--- src/rtl/parallel_gpio_pkg.sv ---
// Shared definitions for the parallel_gpio port: register offsets, index type
// and the byte-enable expansion helper.
package parallel_gpio_pkg;

  typedef logic [2:0] reg_idx_t;

  localparam reg_idx_t REG_OUT      = 3'd0;
  localparam reg_idx_t REG_SET      = 3'd1;
  localparam reg_idx_t REG_CLR      = 3'd2;
  localparam reg_idx_t REG_TGL      = 3'd3;
  localparam reg_idx_t REG_DIR      = 3'd4;
  localparam reg_idx_t REG_IN       = 3'd5;
  localparam reg_idx_t REG_EDGE     = 3'd6;
  localparam reg_idx_t REG_IRQ_MASK = 3'd7;

  // Each wmask bit qualifies one byte lane of the 32-bit data word.
  function automatic logic [31:0] wmask_bits(input logic [3:0] m);
    return {{8{m[3]}}, {8{m[2]}}, {8{m[1]}}, {8{m[0]}}};
  endfunction

endpackage

--- src/rtl/parallel_gpio_if.sv ---
// Simple load/store bus between the CPU (master) and the GPIO port (slave).
interface parallel_gpio_if;
  logic [31:0] addr;
  logic [31:0] wdata;
  logic [3:0]  wmask;
  logic        wen;
  logic        ren;
  logic [31:0] rdata;
  logic        ready;
  logic        active;

  modport master (
    output addr, wdata, wmask, wen, ren,
    input  rdata, ready, active
  );

  modport slave (
    input  addr, wdata, wmask, wen, ren,
    output rdata, ready, active
  );
endinterface

--- src/rtl/parallel_gpio_sync.sv ---
// gpio_sync: WIDTH-wide two-flop synchroniser bringing asynchronous pad
// inputs into the clk domain.
module gpio_sync #(
  parameter int WIDTH = 32
) (
  input  logic             clk,
  input  logic             rst_n,
  input  logic [WIDTH-1:0] d,
  output logic [WIDTH-1:0] q
);

  logic [WIDTH-1:0] s1_r;
  logic [WIDTH-1:0] s2_r;

  // Two back-to-back flops to settle metastability on each pad bit.
  always_ff @(posedge clk or negedge rst_n) begin
    if (!rst_n) begin
      s1_r <= {WIDTH{1'b0}};
      s2_r <= {WIDTH{1'b0}};
    end else begin
      s1_r <= d;
      s2_r <= s1_r;
    end
  end

  assign q = s2_r;

endmodule

--- src/rtl/parallel_gpio.sv ---
// Memory-mapped GPIO port: per-pin direction, atomic set/clear/toggle, synchronised
// input view. Rising-edge capture and irq exist only when PARALLEL_GPIO_IRQ_EN is defined.
module parallel_gpio
  import parallel_gpio_pkg::*;
#(
  parameter logic [31:0] BASE_ADDR = 32'hf000,
  parameter int          WIDTH     = 32
) (
  input  logic              clk,
  input  logic              rst_n,
  parallel_gpio_if.slave    bus,
  input  logic [WIDTH-1:0]  pins_in,
  output logic [WIDTH-1:0]  pins_out,
  output logic [WIDTH-1:0]  pins_oe,
  output logic              irq
);

  reg_idx_t         idx_s;
  logic             acc_s;
  logic             wr_s;
  logic [31:0]      bm_s;
  logic [31:0]      wd_s;
  logic [WIDTH-1:0] bmw_s;
  logic [WIDTH-1:0] wdw_s;
  logic [WIDTH-1:0] in_s;
  logic [WIDTH-1:0] out_r;
  logic [WIDTH-1:0] dir_r;
  logic [WIDTH-1:0] edge_rd_s;
  logic [WIDTH-1:0] irqm_rd_s;
  logic [31:0]      rd_s;
  logic             unused_bits_s;

  assign bus.active = (bus.addr[31:5] == BASE_ADDR[31:5]);
  assign acc_s      = (bus.wen | bus.ren) & bus.active;
  assign wr_s       = bus.wen & bus.active;
  assign idx_s      = bus.addr[4:2];
  assign bm_s       = wmask_bits(bus.wmask);
  assign wd_s       = bus.wdata & bm_s;
  // Bits at or above WIDTH are simply dropped, so they ignore writes.
  assign bmw_s      = bm_s[WIDTH-1:0];
  assign wdw_s      = wd_s[WIDTH-1:0];
  assign unused_bits_s = ^{bus.addr[1:0], wd_s, bm_s};

  gpio_sync #(.WIDTH(WIDTH)) u_sync (
    .clk   (clk),
    .rst_n (rst_n),
    .d     (pins_in),
    .q     (in_s)
  );

  // Read-back multiplexer; narrow registers are zero-extended to 32 bits.
  always_comb begin
    rd_s = 32'h0;
    case (idx_s)
      REG_OUT, REG_SET, REG_CLR, REG_TGL: rd_s = 32'(out_r);
      REG_DIR:      rd_s = 32'(dir_r);
      REG_IN:       rd_s = 32'(in_s);
      REG_EDGE:     rd_s = 32'(edge_rd_s);
      REG_IRQ_MASK: rd_s = 32'(irqm_rd_s);
      default:      rd_s = 32'h0;
    endcase
  end

  // Output latch and direction register, including the atomic bit operations.
  always_ff @(posedge clk or negedge rst_n) begin
    if (!rst_n) begin
      out_r <= {WIDTH{1'b0}};
      dir_r <= {WIDTH{1'b0}};
    end else if (wr_s) begin
      case (idx_s)
        REG_OUT: out_r <= (out_r & ~bmw_s) | wdw_s;
        REG_SET: out_r <= out_r | wdw_s;
        REG_CLR: out_r <= out_r & ~wdw_s;
        REG_TGL: out_r <= out_r ^ wdw_s;
        REG_DIR: dir_r <= (dir_r & ~bmw_s) | wdw_s;
        default: begin
          out_r <= out_r;
          dir_r <= dir_r;
        end
      endcase
    end
  end

  assign pins_out = out_r;
  assign pins_oe  = dir_r;

  // Bus response: rdata captures the pre-write value of the addressed register.
  always_ff @(posedge clk or negedge rst_n) begin
    if (!rst_n) begin
      bus.rdata <= 32'h0;
      bus.ready <= 1'b0;
    end else begin
      bus.ready <= acc_s;
      if (acc_s) begin
        bus.rdata <= rd_s;
      end
    end
  end

`ifdef PARALLEL_GPIO_IRQ_EN
  logic [WIDTH-1:0] dly_r;
  logic [WIDTH-1:0] edge_r;
  logic [WIDTH-1:0] irqm_r;
  logic [WIDTH-1:0] rise_s;
  logic [WIDTH-1:0] clr_s;

  assign rise_s = in_s & ~dly_r;
  assign clr_s  = (wr_s && (idx_s == REG_EDGE)) ? wdw_s : {WIDTH{1'b0}};

  // Edge capture with write-1-to-clear; a new edge in the clear cycle wins.
  always_ff @(posedge clk or negedge rst_n) begin
    if (!rst_n) begin
      dly_r  <= {WIDTH{1'b0}};
      edge_r <= {WIDTH{1'b0}};
      irqm_r <= {WIDTH{1'b0}};
      irq    <= 1'b0;
    end else begin
      dly_r  <= in_s;
      edge_r <= (edge_r & ~clr_s) | rise_s;
      if (wr_s && (idx_s == REG_IRQ_MASK)) begin
        irqm_r <= (irqm_r & ~bmw_s) | wdw_s;
      end
      irq    <= |(edge_r & irqm_r);
    end
  end

  assign edge_rd_s = edge_r;
  assign irqm_rd_s = irqm_r;
`else
  assign edge_rd_s = {WIDTH{1'b0}};
  assign irqm_rd_s = {WIDTH{1'b0}};
  assign irq       = 1'b0;
`endif

endmodule

--- src/flat_wrapper.sv ---
// flat-port wrapper written by rule: the top's interface ports become plain ports
module parallel_gpio_flat import parallel_gpio_pkg::*;
#(
  parameter logic [31:0] BASE_ADDR = 32'hf000,
  parameter int          WIDTH     = 32
)
  (clk, rst_n, pins_in, pins_out, pins_oe, irq, bus_addr, bus_wdata, bus_wmask, bus_wen, bus_ren, bus_rdata, bus_ready, bus_active);
  parallel_gpio_if bus_i ();
  input  logic clk;
  input  logic rst_n;
  input  logic [WIDTH-1:0] pins_in;
  output logic [WIDTH-1:0] pins_out;
  output logic [WIDTH-1:0] pins_oe;
  output logic irq;
  input wire logic [$bits(bus_i.addr)-1:0] bus_addr;
  input wire logic [$bits(bus_i.wdata)-1:0] bus_wdata;
  input wire logic [$bits(bus_i.wmask)-1:0] bus_wmask;
  input wire logic [$bits(bus_i.wen)-1:0] bus_wen;
  input wire logic [$bits(bus_i.ren)-1:0] bus_ren;
  output wire logic [$bits(bus_i.rdata)-1:0] bus_rdata;
  output wire logic [$bits(bus_i.ready)-1:0] bus_ready;
  output wire logic [$bits(bus_i.active)-1:0] bus_active;
  assign bus_i.addr = bus_addr;
  assign bus_i.wdata = bus_wdata;
  assign bus_i.wmask = bus_wmask;
  assign bus_i.wen = bus_wen;
  assign bus_i.ren = bus_ren;
  assign bus_rdata = bus_i.rdata;
  assign bus_ready = bus_i.ready;
  assign bus_active = bus_i.active;
  parallel_gpio #(.BASE_ADDR(BASE_ADDR), .WIDTH(WIDTH)) u_core (.clk(clk), .rst_n(rst_n), .bus(bus_i), .pins_in(pins_in), .pins_out(pins_out), .pins_oe(pins_oe), .irq(irq));
endmodule
--- config.mk ---
export PLATFORM = sky130hd
export DESIGN_NAME = parallel_gpio_flat
export DESIGN_NICKNAME = d
export VERILOG_FILES = /design/src/rtl/parallel_gpio_pkg.sv /design/src/rtl/parallel_gpio_if.sv /design/src/rtl/parallel_gpio_sync.sv /design/src/rtl/parallel_gpio.sv /design/src/flat_wrapper.sv
export SDC_FILE = /design/constraint.sdc
export NUM_CORES = 1
export LEC_CHECK = 0
export BUFFER_PORTS_ARGS = -buffer_cell sky130_fd_sc_hd__buf_2
export CAP_MARGIN = 10
export CORE_MARGIN = 3
export CORE_UTILIZATION = 40
export DETAILED_ROUTE_END_ITERATION = 12
export GPL_ROUTABILITY_DRIVEN = 0
export SYNTH_ARGS = -nofsm -noshare
export SYNTH_HDL_FRONTEND = slang
export SYNTH_SLANG_ARGS = --single-unit
--- constraint.sdc ---
create_clock -name clk -period 3.4 [get_ports clk]
set_input_delay 0.34 -clock clk [delete_from_list [all_inputs] [get_ports clk]]
set_output_delay 0.34 -clock clk [all_outputs]
set_load 0.01 [all_outputs]
Word level (Yosys, flattened, before mapping):

Index checks and enable logic that the tools add are counted.

* output and inout bits: 99
* bits in registers: 161
* input port bits: 104
* word-level logic and storage cells: 35

* equality and inequality tests: 8
* reduce and logical (&&, ||, !) cells: 6
* multiplexer cells: 2
* bitwise gates (word level): 13

Operators with widths (number)
* 32-bit one-hot mux with 4 select lines: 2
* 32-bit AND: 4
* 32-bit bitwise OR: 3
* 32-bit NOT: 2
* 32-bit XOR: 1
* 27-bit by 11-bit equality test with 1-bit output, second input constant: 1
* 3-bit equality test, second input constant: 4
* 3-bit by 2-bit equality test with 1-bit output, second input constant: 2
* 2-bit AND reduction: 2
* 4-bit nonzero test: 1
* 4-bit OR reduction: 1
* 3-bit by 1-bit equality test with 1-bit output, second input constant: 1
* 3-bit zero test: 1
* 1-bit AND: 2
* 2-bit OR reduction: 1
* 1-bit bitwise OR: 1

Logic depth before layout (Yosys ltp):

* depth in word-level cells: 4
* gate-level depth with buffers: 7
* mapped depth without buffers: 6

By module:

A second synthesis with hierarchy kept.

* cells, all modules: 609
* area, all modules: 7338.3 µm²

Modules (own cells, without submodules)
* parallel_gpio: area each 5736.8 µm², cells an instance 545, instances 1, seq. area each 2427.3 µm²
* gpio_sync: area each 1601.5 µm², cells an instance 64, instances 1, seq. area each 1601.5 µm²

Worst setup path before layout:

No wires, ideal clock.

* path kind: input port to flip-flop
* start: input bus_addr[17]
* end: register u_core.bus.rdata[0]
* path slack: 1423 ps
* arrival time: 1853 ps
* setup time: 125 ps
* path buffers: 1
* stages: 5
* required time: 3275 ps
* cell sequence: nor4_1 > nand3_2 > nor3_4 > buf_4 > mux2_2

* cells in the longest elaborated chain, start to end: 2

RTL lines
* from (decl): line flat_wrapper.sv:15 `input wire logic [$bits(bus_i.addr)-1:0] bus_addr;`
* 27-bit by 11-bit equality test with 1-bit output: line parallel_gpio.sv:33 `assign bus.active = (bus.addr[31:5] == BASE_ADDR[31:5]);`
* 1-bit AND: line parallel_gpio.sv:34 `assign acc_s = (bus.wen | bus.ren) & bus.active;`
* to (signal assigned): line parallel_gpio.sv:95 `bus.rdata <= rd_s;`
* to (decl): line parallel_gpio_if.sv:19 `output rdata, ready, active`

No other way between the ends.
A chain may end at the register's enable or synchronous reset.

==> impl_metrics.env <==
export IMPL_worstHoldEndpoint="u_core.u_sync.s1_r[24]"
export IMPL_syn_inst=608
export IMPL_fin_crit_sh_pct=59.24
export IMPL_critPathRequiredTime_ns=3.70
export IMPL_rrSetupSlack_ns=2.03
export IMPL_wirelength_mm=19.08
export IMPL_min_path_type="in2reg"
export IMPL_powerDensity_nw_per_um2=459.7
export IMPL_layout_nets=939
export IMPL_numCtsBuffers=17
export IMPL_setup_violations=0
export IMPL_synth_top_family_by_area="multiplexers"
export IMPL_nFillCells=1567
export IMPL_antenna_found_initial=2
export IMPL_row_count=48
export IMPL_relSlewSlack_pct=34.15
export IMPL_ys_seq_area_share_pct=54.96
export IMPL_num_io_pins=203
export IMPL_hold_start="pins_in[24]"
export IMPL_initial_core_util_pct=41.66
export IMPL_htree_levels=4
export IMPL_drtPass1Iterations=4
export IMPL_r2r_start="u_core.pins_out[13]"
export IMPL_critPathLaunchType="input port"
export IMPL_reg2regPathDepth=5
export IMPL_worstSkewPairLatency_ns=0.42
export IMPL_hold_viol=0
export IMPL_synth_area_mux_share_pct=14.20
export IMPL_synth_most_common_cell="dfrtp_1"
export IMPL_ir_worst_vdd_uv=329.0
export IMPL_max_cap_violations=0
export IMPL_vias_per_cell=5.206
export IMPL_synth_area_um2=7331
export IMPL_cts_tree="yes"
export IMPL_slew_viol_final=0
export IMPL_clk_pin_slew_worst_paths_ns=0.07
export IMPL_finalPower_mw=4.241
export IMPL_ctsResizeCount=0
export IMPL_min_period_ns=2.014
export IMPL_crit_type="in2reg"
export IMPL_synth_simple_area_share_pct=9.336
export IMPL_die_area_um2=19990
export IMPL_holdPathStages=1
export IMPL_whs_ns=0.01895
export IMPL_root_buffer="clkbuf_16"
export IMPL_synthArstFlopShare_pct=100.0
export IMPL_synth_fa_ha_area_share_pct=5.462
export IMPL_worst_slew_pin_slew_ns=0.9877
export IMPL_diodes=0
export IMPL_multi_input_area_um2=2999
export IMPL_ys_flop_type="dfrtp_1"
export IMPL_synthXorXnorAreaFrac_pct=0
export IMPL_synth_largest_area_cell="dfrtp_1"
export IMPL_drtIter0Drc=163
export IMPL_p_leak_nw=4.748
export IMPL_fin_skew_ns=0.006532
export IMPL_grt_pass1_wl_mm=30.37
export IMPL_rsz0062_at_grt="false"
export IMPL_synth_nets=744
export IMPL_synth_top_area_share_pct=54.96
export IMPL_synth_commonest_cells="161 x dfrtp_1, 59 x mux2_2, 49 x o21ai_0"
export IMPL_grt_max_degree=111
export IMPL_numPortBuffers=199
export IMPL_synth_edf_count=0
export IMPL_wl_per_cell_um=18.33
export IMPL_ant_nets=0
export IMPL_grt_pass1_vias=5722
export IMPL_timing_rr_end="u_core.pins_out[13]"
export IMPL_yosys_warnings=0
export IMPL_fp_dieH_um=141.4
export IMPL_cts_sinks=161
export IMPL_die_x_um=141.4
export IMPL_setup_tns_ns=0
export IMPL_synth_seq_cells=161
export IMPL_synthDistinctLibCells=33
export IMPL_vias=5419
export IMPL_seqCellArea_um2=4029
export IMPL_cp_max_fo=8
export IMPL_worstPathArrival_ns=2.32
export IMPL_dp_hpwl_mm=13.09
export IMPL_yosys_top_cells_area="dfrtp_1 55%, mux2_2 9.1%, ha_1 5.5%"
export IMPL_route_detailed_drc=0
export IMPL_core_um2=17600
export IMPL_syn_area_per_cell_um2=12.06
export IMPL_grt_total_usage_pct=19.31
export IMPL_clock_path_buffers=2
export IMPL_drive_gt1_share_pct=38.48
export IMPL_area_growth_pct=25.84
export IMPL_synth_compound_area_share_pct=11.71
export IMPL_cp_end_kind="register"
export IMPL_outcome="completed"
export IMPL_clock_fmax_ghz=0.4965
export IMPL_utilization_pct=52.42
export IMPL_overflow=0
-- cell type report --
| cell class | count | area share, % |
|---|---|---|
| clock inverters | 14 | 1.926 |
| flip-flops and latches | 161 | 43.67 |
| well taps | 225 | 3.052 |
| inverters | 37 | 1.505 |
| multi-input cells | 369 | 32.51 |
| clock buffers | 18 | 4.761 |
| repair buffers | 217 | 12.57 |
-- cells by family after synthesis --
logic type,Yosys count
other cells,1
simple gates,108
fa+ha+maj,32
mux,96
flops,161
buf+inv,78
compound gates,132
-- worst max-delay path: stages --
cell and delay, ns:
buf_2 0.09, nor4_1 0.39, nand3_2 0.38, nor4_4 0.69, mux2_2 0.42
-- where the power goes --
group	leakage [nW]	switching [mW]	total (mW)	internal, mW
combinational	2.35	0.165	0.270	0.105
sequential	2.10	0.0110	1.96	1.95
clock	0.296	0.819	2.01	1.19
-- per-stage QoR --
| stage | worst slack, ns | cells | cell area, um2 |
|---|---|---|---|
| after global routing | 1.204 | 1041 | 9225 |
| after CTS | 1.349 | 1040 | 9215 |
| after floorplan | 1.423 | 608 | 7331 |
| after global placement | 0.9155 | 1001 | 8528 |
| after detailed placement | 0.8876 | 1001 | 8528 |
| final | 1.386 | 1041 | 9225 |
-- worst max path at each step --
stage / startpoint / to / slack [ns] / cells past startpoint
after CTS: bus_addr[22] / register / 1.35 / 5
after global routing: bus_addr[22] / register / 1.20 / 5
final: bus_addr[17] / register / 1.39 / 5
after floorplan: bus_addr[17] / u_core.bus.rdata[0] / 1.42 / 5
after detailed placement: bus_addr[22] / register / 0.89 / 5
after global placement: bus_addr[22] / register / 0.92 / 5
-- metal layers --
layer  up-vias  routed length [um]  GRT usage, %
met4         4                 212         5.253
met5         -                  21             0
met3        20                1164         5.325
li1       2552                   -             -
met1      2682                8247         24.99
met2       161                9434         32.13
-- layout by cell type (no fill, tap or decap), drive strengths merged, types with 7 or more instances in the layout --
| cell type | instances |
|---|---|
| o22ai | 32 |
| nor2b | 36 |
| dfrtp | 161 |
| inv | 42 |
| buf | 209 |
| o21ai | 49 |
| mux2 | 64 |
| nor4 | 7 |
| dlygate4sd3 | 8 |
| o211ai | 15 |
| nand2 | 47 |
| clkbuf | 18 |
| mux2i | 32 |
| ha | 32 |
| a22o | 32 |
-- timing repair --
item | 4_1_cts | 5_1_grt
hold buffers | 7 | 1
hold endpoints to repair | 7 | 1
setup buffers | 0 | 0
Note: power is estimated with default switching activity, not from simulation.
